[config.mk]
export PLATFORM = sky130hd
export DESIGN_NAME = chebyshev_sequencer_flat
export DESIGN_NICKNAME = d
export VERILOG_FILES = /design/src/rtl/chebyshev_pkg.sv /design/src/rtl/chebyshev_sequencer_if.sv /design/src/rtl/chebyshev_coef_regfile.sv /design/src/rtl/chebyshev_sequencer.sv /design/src/flat_wrapper.sv
export SDC_FILE = /design/constraint.sdc
export NUM_CORES = 1
export LEC_CHECK = 0
export CORE_AREA = 5 5 131 133
export CTS_BUF_LIST = sky130_fd_sc_hd__clkbuf_4
export CTS_CLUSTER_DIAMETER = 80
export DETAILED_ROUTE_END_ITERATION = 7
export DIE_AREA = 0 0 136 138
export PLACE_DENSITY_LB_ADDON = 0.15
export SYNTH_ARGS = -nofsm -noshare
export SYNTH_HDL_FRONTEND = slang
export SYNTH_HIERARCHICAL = 1
export SYNTH_SLANG_ARGS = --single-unit
[constraint.sdc]
create_clock -name clock -period 2.11 [get_ports clock]
set_input_delay 0.211 -clock clock [delete_from_list [all_inputs] [get_ports clock]]
set_output_delay 0.211 -clock clock [all_outputs]
set_load 0.02 [all_outputs]
[src/rtl/chebyshev_pkg.sv]
// Shared types and defaults for the Chebyshev evaluation path (sequencer and datapath).
package chebyshev_pkg;

    localparam int WL_DEF       = 16;
    localparam int CL_DEF       = 16;
    localparam int DEGREE_DEF   = 7;
    localparam int PIPE_LAT_DEF = 3;

    typedef enum logic [1:0] {
        IDLE = 2'd0,
        STEP = 2'd1,
        WAIT = 2'd2,
        HOLD = 2'd3
    } seq_state_e;

    // Address width for DEGREE+1 coefficients; never narrower than one bit.
    function automatic int coef_aw(input int degree);
        return (degree < 1) ? 1 : $clog2(degree + 1);
    endfunction

endpackage

[src/rtl/chebyshev_sequencer_if.sv]
// Sample/result handshakes, coefficient config port and datapath operand bus.
interface chebyshev_sequencer_if #(
    parameter int WL     = chebyshev_pkg::WL_DEF,
    parameter int CL     = chebyshev_pkg::CL_DEF,
    parameter int DEGREE = chebyshev_pkg::DEGREE_DEF
);
    import chebyshev_pkg::*;

    localparam int AW = coef_aw(DEGREE);

    logic [WL-1:0] in_data;
    logic          in_valid;
    logic          in_ready;
    logic [WL-1:0] out_data;
    logic          out_valid;
    logic          out_ready;
    logic          coef_we;
    logic [AW-1:0] coef_addr;
    logic [CL-1:0] coef_wdata;
    logic          coef_err;
    logic [WL-1:0] dp_data;
    logic [CL-1:0] dp_coeff;
    logic          dp_first;
    logic [WL-1:0] dp_result;

    modport slave (
        input  in_data, in_valid, out_ready, coef_we, coef_addr, coef_wdata, dp_result,
        output in_ready, out_data, out_valid, coef_err, dp_data, dp_coeff, dp_first
    );

    modport master (
        output in_data, in_valid, out_ready, coef_we, coef_addr, coef_wdata, dp_result,
        input  in_ready, out_data, out_valid, coef_err, dp_data, dp_coeff, dp_first
    );

endinterface

[src/rtl/chebyshev_coef_regfile.sv]
// Coefficient store c[0..DEGREE]: guarded write port, combinational read by step index.
module chebyshev_coef_regfile
    import chebyshev_pkg::*;
#(
    parameter int CL     = CL_DEF,
    parameter int DEGREE = DEGREE_DEF,
    parameter int AW     = coef_aw(DEGREE)
) (
    input  logic          clock,
    input  logic          resetn,
    input  logic          busy,
    input  logic          we,
    input  logic [AW-1:0] addr,
    input  logic [CL-1:0] wdata,
    output logic          err,
    input  logic [AW-1:0] rd_addr,
    output logic [CL-1:0] rd_data
);

    localparam int DEPTH = DEGREE + 1;

    logic [CL-1:0] regs [0:DEGREE];
    logic          in_range;
    logic          wr_ok;

    // When the depth fills the address space every index is legal.
    if ((2 ** AW) > DEPTH) begin : g_range
        assign in_range = (addr <= AW'(DEGREE));
    end else begin : g_full
        assign in_range = 1'b1;
    end

    assign wr_ok   = we && !busy && in_range;
    assign rd_data = regs[rd_addr];

    always_ff @(posedge clock or negedge resetn) begin
        if (!resetn) begin
            for (int i = 0; i <= DEGREE; i++) begin
                regs[i] <= '0;
            end
            err <= 1'b0;
        end else begin
            if (wr_ok) begin
                regs[addr] <= wdata;
            end
            err <= we && !wr_ok;
        end
    end

endmodule

[src/rtl/chebyshev_sequencer.sv]
// Horner-step sequencer in front of the Chebyshev datapath: one coefficient per
// pipeline round-trip, highest order first, result held under backpressure.
//
//   state | meaning
//   IDLE  | in_ready high, waiting for a sample
//   STEP  | drive c[k] (dp_first on k=DEGREE), load round-trip counter
//   WAIT  | datapath round-trip in flight; capture result after k=0
//   HOLD  | out_valid high until out_ready
module chebyshev_sequencer
    import chebyshev_pkg::*;
#(
    parameter int WL       = WL_DEF,
    parameter int CL       = CL_DEF,
    parameter int DEGREE   = DEGREE_DEF,
    parameter int PIPE_LAT = PIPE_LAT_DEF
) (
    input  logic                 clock,
    input  logic                 resetn,
    chebyshev_sequencer_if.slave bus
);

    localparam int AW = coef_aw(DEGREE);
    localparam int CW = (PIPE_LAT > 1) ? $clog2(PIPE_LAT) : 1;
    localparam logic [AW-1:0] K_TOP    = AW'(DEGREE);
    localparam logic [CW-1:0] CNT_LOAD = CW'(PIPE_LAT - 1);

    seq_state_e    state, state_n;
    logic [AW-1:0] k, k_n;
    logic [CW-1:0] cnt, cnt_n, cnt_dec;
    logic [WL-1:0] dp_data_q, out_data_q;
    logic          out_valid_q, out_valid_n;
    logic          take_sample, capture, step_end;
    logic [CL-1:0] coef_rd, dp_coeff_c;
    logic          dp_first_c;

    chebyshev_coef_regfile #(
        .CL     (CL),
        .DEGREE (DEGREE),
        .AW     (AW)
    ) u_regfile (
        .clock   (clock),
        .resetn  (resetn),
        .busy    (state != IDLE),
        .we      (bus.coef_we),
        .addr    (bus.coef_addr),
        .wdata   (bus.coef_wdata),
        .err     (bus.coef_err),
        .rd_addr (k),
        .rd_data (coef_rd)
    );

    assign cnt_dec = cnt - CW'(1);

    always_comb begin
        state_n     = state;
        k_n         = k;
        cnt_n       = cnt;
        take_sample = 1'b0;
        capture     = 1'b0;
        step_end    = 1'b0;
        out_valid_n = out_valid_q;
        dp_coeff_c  = '0;
        dp_first_c  = 1'b0;

        unique case (state)
            IDLE: begin
                if (bus.in_valid) begin
                    take_sample = 1'b1;
                    k_n         = K_TOP;
                    state_n     = STEP;
                end
            end
            STEP: begin
                dp_coeff_c = coef_rd;
                dp_first_c = (k == K_TOP);
                cnt_n      = CNT_LOAD;
                state_n    = WAIT;
                step_end   = (PIPE_LAT == 1);
            end
            WAIT: begin
                cnt_n    = cnt_dec;
                step_end = (cnt_dec == '0);
            end
            HOLD: begin
                if (bus.out_ready) begin
                    out_valid_n = 1'b0;
                    state_n     = IDLE;
                end
            end
            default: state_n = IDLE;
        endcase

        // End of a round-trip: either the last coefficient's result is ready, or issue the next one.
        if (step_end) begin
            if (k == '0) begin
                capture     = 1'b1;
                out_valid_n = 1'b1;
                state_n     = HOLD;
            end else begin
                k_n     = k - AW'(1);
                state_n = STEP;
            end
        end
    end

    always_ff @(posedge clock or negedge resetn) begin
        if (!resetn) begin
            state       <= IDLE;
            k           <= '0;
            cnt         <= '0;
            dp_data_q   <= '0;
            out_data_q  <= '0;
            out_valid_q <= 1'b0;
        end else begin
            state       <= state_n;
            k           <= k_n;
            cnt         <= cnt_n;
            out_valid_q <= out_valid_n;
            if (take_sample) begin
                dp_data_q <= bus.in_data;
            end
            if (capture) begin
                out_data_q <= bus.dp_result;
            end
        end
    end

    assign bus.in_ready  = (state == IDLE);
    assign bus.out_valid = out_valid_q;
    assign bus.out_data  = out_data_q;
    assign bus.dp_data   = dp_data_q;
    assign bus.dp_coeff  = dp_coeff_c;
    assign bus.dp_first  = dp_first_c;

endmodule
[src/flat_wrapper.sv]
// flat-port wrapper written by rule: the top's interface ports become plain ports
module chebyshev_sequencer_flat import chebyshev_pkg::*;
#(
    parameter int WL       = WL_DEF,
    parameter int CL       = CL_DEF,
    parameter int DEGREE   = DEGREE_DEF,
    parameter int PIPE_LAT = PIPE_LAT_DEF
)
  (clock, resetn, bus_in_data, bus_in_valid, bus_out_ready, bus_coef_we, bus_coef_addr, bus_coef_wdata, bus_dp_result, bus_in_ready, bus_out_data, bus_out_valid, bus_coef_err, bus_dp_data, bus_dp_coeff, bus_dp_first);
  chebyshev_sequencer_if #(.WL(WL), .CL(CL), .DEGREE(DEGREE)) bus_i ();
  input  logic clock;
  input  logic resetn;
  input wire logic [$bits(bus_i.in_data)-1:0] bus_in_data;
  input wire logic [$bits(bus_i.in_valid)-1:0] bus_in_valid;
  input wire logic [$bits(bus_i.out_ready)-1:0] bus_out_ready;
  input wire logic [$bits(bus_i.coef_we)-1:0] bus_coef_we;
  input wire logic [$bits(bus_i.coef_addr)-1:0] bus_coef_addr;
  input wire logic [$bits(bus_i.coef_wdata)-1:0] bus_coef_wdata;
  input wire logic [$bits(bus_i.dp_result)-1:0] bus_dp_result;
  output wire logic [$bits(bus_i.in_ready)-1:0] bus_in_ready;
  output wire logic [$bits(bus_i.out_data)-1:0] bus_out_data;
  output wire logic [$bits(bus_i.out_valid)-1:0] bus_out_valid;
  output wire logic [$bits(bus_i.coef_err)-1:0] bus_coef_err;
  output wire logic [$bits(bus_i.dp_data)-1:0] bus_dp_data;
  output wire logic [$bits(bus_i.dp_coeff)-1:0] bus_dp_coeff;
  output wire logic [$bits(bus_i.dp_first)-1:0] bus_dp_first;
  assign bus_i.in_data = bus_in_data;
  assign bus_i.in_valid = bus_in_valid;
  assign bus_i.out_ready = bus_out_ready;
  assign bus_i.coef_we = bus_coef_we;
  assign bus_i.coef_addr = bus_coef_addr;
  assign bus_i.coef_wdata = bus_coef_wdata;
  assign bus_i.dp_result = bus_dp_result;
  assign bus_in_ready = bus_i.in_ready;
  assign bus_out_data = bus_i.out_data;
  assign bus_out_valid = bus_i.out_valid;
  assign bus_coef_err = bus_i.coef_err;
  assign bus_dp_data = bus_i.dp_data;
  assign bus_dp_coeff = bus_i.dp_coeff;
  assign bus_dp_first = bus_i.dp_first;
  chebyshev_sequencer #(.WL(WL), .CL(CL), .DEGREE(DEGREE), .PIPE_LAT(PIPE_LAT)) u_core (.clock(clock), .resetn(resetn), .bus(bus_i));
endmodule
# Word-level counts from Yosys, hierarchy flattened
# Index checks and enable logic that the tools add are counted.
dict set report op_classes {
  muxes 27
  add_sub_neg 2
  order_cmp 3
  eq_ne 6
  n_reduce_logical 12
  n_bitwise 2
}
# operator count
set op_table {}
lappend op_table {{$bwmux 128} 1}
lappend op_table {{$mux 16} 4}
lappend op_table {{$bmux 16 s3} 1}
lappend op_table {{$demux 16 s3} 1}
lappend op_table {{$mux 3} 4}
lappend op_table {{$mux 1} 10}
lappend op_table {{$ge 4x4->1 const B} 2}
lappend op_table {{$mux 2} 4}
lappend op_table {{$not 3->4} 2}
lappend op_table {{$ne 3x2->1 const B} 2}
lappend op_table {{$pmux 2 s3} 1}
lappend op_table {{$eq 2x2->1 const B} 2}
lappend op_table {{$logic_not 2->1} 2}
lappend op_table {{$lt 4x1->1 const B} 1}
lappend op_table {{$pmux 2 s2} 1}
lappend op_table {{$reduce_bool 2->1} 2}
lappend op_table {{$reduce_bool 4->1} 1}
lappend op_table {{$eq 3x3->1 const B} 1}
lappend op_table {{$logic_and 1x1->1} 3}
lappend op_table {{$logic_not 3->1} 1}
lappend op_table {{$reduce_and 3->1} 1}
lappend op_table {{$sub 3x1->3 const B} 1}
lappend op_table {{$eq 2x1->1 const B} 1}
lappend op_table {{$logic_not 1->1} 2}
lappend op_table {{$sub 2x1->2 const B} 1}
dict set report totals {
  out_inout_bits 52
  regBits 169
}

# Logic depth before layout (Yosys ltp)
dict set report logic_depth {
  word_depth 6
  ltp_mapped 8
}

# Modules after synthesis
# Netlist, hierarchy kept.
# mod area_per_inst_um2 cells_per_inst n_inst
set modules_own_cells {}
lappend modules_own_cells {chebyshev_coef_regfile 5854.4 337 1}
lappend modules_own_cells {chebyshev_sequencer 1834.3 139 1}

# Worst setup path before layout
# Ideal clock, no wire load.
dict set report synth_timing {
  kind {flip-flop to flip-flop}
  startpoint {register u_core.state[0]}
  endpoint {register u_core/u_regfile/regs[21] (netlist name)}
  path_slack_ns -0.024
  arrival_ns 2.009
  path_buffers 1
  required_ns 1.985
  path_stages_with_launch 8
  period_less_slack_ns 2.134
  setup_time_ns 0.125
  cell_sequence {dfrtp_1 inv_1 ha_1 inv_1 nand3b_4 nor3b_4 buf_4 mux2_2}
}
dict set report synth_via {
  elab_chain_cells 3
}
# element line
set synth_rtl {}
lappend synth_rtl {{start, declared} chebyshev_sequencer.sv:27} ;# seq_state_e state, state_n;
lappend synth_rtl {{start signal, assigned} chebyshev_sequencer.sv:115} ;# state <= state_n;
lappend synth_rtl {{$reduce_bool 2->1} chebyshev_sequencer.sv:43} ;# .busy (state != IDLE),
lappend synth_rtl {{$logic_not 1->1} chebyshev_coef_regfile.sv:33} ;# assign wr_ok = we && !busy && in_range;
lappend synth_rtl {{$logic_and 1x1->1} chebyshev_coef_regfile.sv:33}
lappend synth_rtl {{end signal, assigned by index} chebyshev_coef_regfile.sv:44} ;# regs[addr] <= wdata;
lappend synth_rtl {{end, declared} chebyshev_coef_regfile.sv:22} ;# logic [CL-1:0] regs [0:DEGREE];
# No other way between the ends.
# A chain may end at the register's enable or synchronous reset.

# Worst setup path after layout
dict set report layout_timing {
  startpoint {register u_core.k[0]}
  endpoint {output bus_dp_coeff[3]}
}
dict set report layout_via {
  elab_chain_cells 5
}
# element line
set layout_rtl {}
lappend layout_rtl {{start, declared} chebyshev_sequencer.sv:28} ;# logic [AW-1:0] k, k_n;
lappend layout_rtl {{start signal, assigned} chebyshev_sequencer.sv:116} ;# k <= k_n;
lappend layout_rtl {{$not 3->4 (not written as such)} chebyshev_coef_regfile.sv:34} ;# assign rd_data = regs[rd_addr];
lappend layout_rtl {{$bmux 16 s3} chebyshev_coef_regfile.sv:34}
lappend layout_rtl {{$mux 16 (not written as such) (2 in series)} chebyshev_coef_regfile.sv:34}
lappend layout_rtl {{net u_core.coef_rd[3]} chebyshev_sequencer.sv:33} ;# logic [CL-1:0] coef_rd, dp_coeff_c;
lappend layout_rtl {{$mux 16} chebyshev_sequencer.sv:65} ;# unique case (state)
lappend layout_rtl {{end, declared} flat_wrapper.sv:25} ;# output wire logic [$bits(bus_i.dp_coeff)-1:0] bus_dp_coeff;
# The timed path passes the listed nets, and every way through them passes these cells. The select of a mux whose other input is x is not followed.

==> flow_metrics.py <==
metrics = {
    "outcome": {
        "status": "finished, violations left",
        "violations": "negative setup slack",
    },
    "die": {
        "initial_core_util_pct": 48.9,
        "rows": 46,
        "fp.dieH_um": 138,
        "io_pins": 108,
        "core_area_mm2": 0.0157,
        "die_w_um": 136,
        "die_area_mm2": 0.0188,
    },
    "cells_and_area": {
        "final_cell_mix": "dfrtp_1 (168), mux2_2 (154), clkdlybuf4s50_1 (88)",
        "area_delta_synth_final_pct": 28.7,
        "multi_input_area_mm2": 0.00336,
        "drive_gt1_share_pct": 51.4,
        "finish.net_count": 677,
        "layout_commonest_cell": "dfrtp_1",
        "diodes": 0,
        "n_fill_cell": 1179,
        "regArea_mm2": 0.00423,
    },
    "routing": {
        "avgRoutedWirePerCell_um": 19.8,
        "ant_nets": 0,
        "vias_per_cell": 5.42,
        "finalWirelength_um": 16700,
        "drt-pass1-iter-count": 6,
        "drc": 0,
        "drt_iter0_drc": 183,
        "via_count": 4567,
    },
    "yosys": {
        "yosysSeqAreaShare_pct": 55.0,
        "synth.area.top_cells": "dfrtp_1 (55%), mux2_2 (25%), mux4_2 (9.4%), mux2_4 (1.6%), and2_1 (1.5%)",
        "synth_top_area_share_pct": 55.0,
        "synth_area_mm2": 0.00769,
        "synthCells": 476,
        "yosys.area.top_type": "dfrtp_1",
        "synth_cell_types": 35,
        "synth_warnings": 6,
        "synth_nets": 540,
        "ys_seq_elements": 169,
        "postSynthAreaPerCell_um2": 16.2,
    },
    "global_route": {
        "grt_pass1_vias": 5092,
        "grt_max_degree": 55,
        "met1_usage_pct": 26.0,
        "grt_pass1_wl_um": 27600,
        "top_usage_layer": "met2",
        "grtUsageMet2_pct": 28.9,
        "grt_antenna_before_repair": 1,
        "met3_usage_pct": 6.97,
        "grt-ovfl-total": 0,
        "grt_use_total_pct": 19.0,
    },
    "clocking": {
        "path_clk_slew_ps": 140,
        "cts_tree": "yes",
        "clock-root-buffer": "clkbuf_4",
        "cts.sinks": 169,
        "clk_latency_ps": 560,
        "htreeDepth": 4,
        "clockBufferDepth": 2,
        "cts_made_buffers": 17,
    },
    "critical_path": {
        "cp.buffers_inverters": 3,
        "cp_common_cell": "buf_6",
        "path_class": "reg -> out",
        "worstSetupStartpointType": "register",
        "worstPathMaxFanout": 6,
        "path_cells": "buf_6 > buf_12 > mux4_2 > mux2_4 > and2_4 > buf_6",
        "cpPeakStageDelay_ps": 510,
        "worstPathArrival_ps": 2310,
        "crit_path_end_kind": "output port",
        "slowest_stage": "mux4_2",
        "critPathTopFamily": "multiplexers",
        "required_ps": 1900,
    },
    "pwr": {
        "p_per_area_mw_per_mm2": 1260,
        "swShare_pct": 28.6,
        "intPower_mw": 8.89,
        "combPwrFrac_pct": 38.9,
        "power_leakage_nw": 4.43,
        "irDropWorstVdd_mv": 0.671,
        "p_clk_share_pct": 18.3,
        "sequentialPowerShare_pct": 42.8,
        "p_switching_mw": 3.55,
    },
    "place": {
        "dp.final_hpwl_um": 10700,
        "routabilityCongestion": 0.723,
        "io_buffers": 107,
        "place_ws_ps": -248,
    },
    "worst_hold_path": {
        "hold_class": "in -> async",
    },
    "timing": {
        "finalClockSkew_ps": 12.5,
        "setup_viol": 16,
        "tightest_slew_ps": 388,
        "tns_ps": -6180,
        "slew_viol_final": 0,
        "max_freq_mhz": 397,
        "relSlewSlack_pct": 74.2,
        "finalCriticalPeriod_ps": 2520,
        "rsz0062_at_grt": "yes",
        "final-hold-violation-count": 0,
        "setup_ws_ps": -407,
        "fin_crit_sh_pct": 119,
    },
    "run": {
        "cap_violations": 0,
    },
}
## sequential cells by signal, summed over array words and instances, names as in the netlist
name                   flops
u_core/u_regfile/regs    128
u_core/bus.dp_data        16
u_core/bus.out_data       16
u_core/k                   3
u_core/cnt                 2
u_core/state               2
u_core/bus.out_valid       1
u_core/u_regfile/err       1
## synthesized netlist by cell type
cell      count
buf_6         9
a21oi_1       3
buf_2         5
nor2b_4       1
nand3_1       1
o21ai_0       4
mux2_4        8
nand2_1       7
mux2_2      168
o22ai_1       1
nand3b_2      2
nand2b_1      1
o311ai_0      1
a31oi_1       1
buf_1         3
nor3b_4       3
nor2_1        3
o21bai_1      2
nor2_2        1
and2_1       18
nor2b_1       1
a22o_1        1
nand3b_4      1
or3_1         1
mux4_2       32
clkbuf_1      3
buf_4         3
dfrtp_1     169
a41oi_1       1
inv_1         9
ha_1          8
nand3_4       1
and3_1        1
nor3_1        2
nand2_2       1
## power groups by stage
stage          logic, mW  clock network (mW)  registers [mW]
2_1_floorplan       2.82                   0            5.42
3_3_place_gp        4.34                   0            5.33
3_5_place_dp        4.48                   0            5.40
4_1_cts             4.87                2.35            5.33
5_1_grt             5.24                2.50            5.51
6_report            4.84                2.27            5.33
## cell families after synthesis
family / Yosys count / share of synthesized area, %
AO/OA/AOI/OAI: 14 / 1.16
adder cells (fa/ha/maj): 8 / 1.30
buffers and inverters: 32 / 2.67
flip-flops: 169 / 55.0
multiplexers: 208 / 35.5
AND/OR/NAND/NOR: 45 / 4.33
## through the flow
stage / power, mW / util [%] / cell area, µm² / std cells / hold WS [ps]
2_1_floorplan: 8.24 / - / 7690 / 476 / -84.6
3_3_place_gp: 9.67 / 59.0 / 9260 / 801 / 126
3_5_place_dp: 9.88 / 59.0 / 9260 / 801 / 134
4_1_cts: 12.6 / 62.6 / 9840 / 839 / 50.2
5_1_grt: 13.2 / 63.0 / 9890 / 842 / 38.7
6_report: 12.4 / 63.0 / 9890 / 842 / 96.7
## layout make-up
| class | instances | share of cell area, % |
|---|---|---|
| tap | 216 | 2.73 |
| inverter | 9 | 0.342 |
| clock buffer | 18 | 1.37 |
| sequential | 169 | 42.8 |
| timing repair buffer | 141 | 16.5 |
| multi-input combinational | 275 | 34.0 |
| clock inverter | 14 | 2.30 |
## timing repair
| action | CTS | global route |
|---|---|---|
| gates resized for setup | 139 | 5 |
| setup endpoints to repair | 18 | 22 |
| gates cloned | 2 | 1 |
| hold buffers | 1 | 0 |
| buffers inserted | 4 | 2 |
| pin swaps | 5 | 2 |
| hold endpoints to repair | 169 | 0 |
## worst paths after layout
check                      cells past startpoint  slack (ps)                           start                                    end
min                                            2         100                          resetn  u_core/u_regfile/regs[67]$_DFFE_PN0P_
max reg2reg                                    8         120     u_core/state[1]$_DFFE_PN0P_  u_core/u_regfile/regs[26]$_DFFE_PN0P_
max                                            6        -410           u_core/k[0]$_DFF_PN0_                        bus_dp_coeff[3]
min in group clock                             2         240                  bus_in_data[3]      u_core/bus.dp_data[3]$_DFFE_PN0P_
min reg2reg                                    2         500  u_core/bus.out_valid$_DFF_PN0_         u_core/bus.out_valid$_DFF_PN0_
max in group asynchronous                      3        1290                          resetn      u_core/bus.dp_data[1]$_DFFE_PN0P_
## per-layer routing
metal | routed length [µm] | part of all wire [%]
met1 | 7400 | 44
met2 | 7960 | 48
met3 | 1080 | 6.5
met4 | 205 | 1.2
met5 | 13 | 0.078
Note: power is estimated with default switching activity, not from simulation.
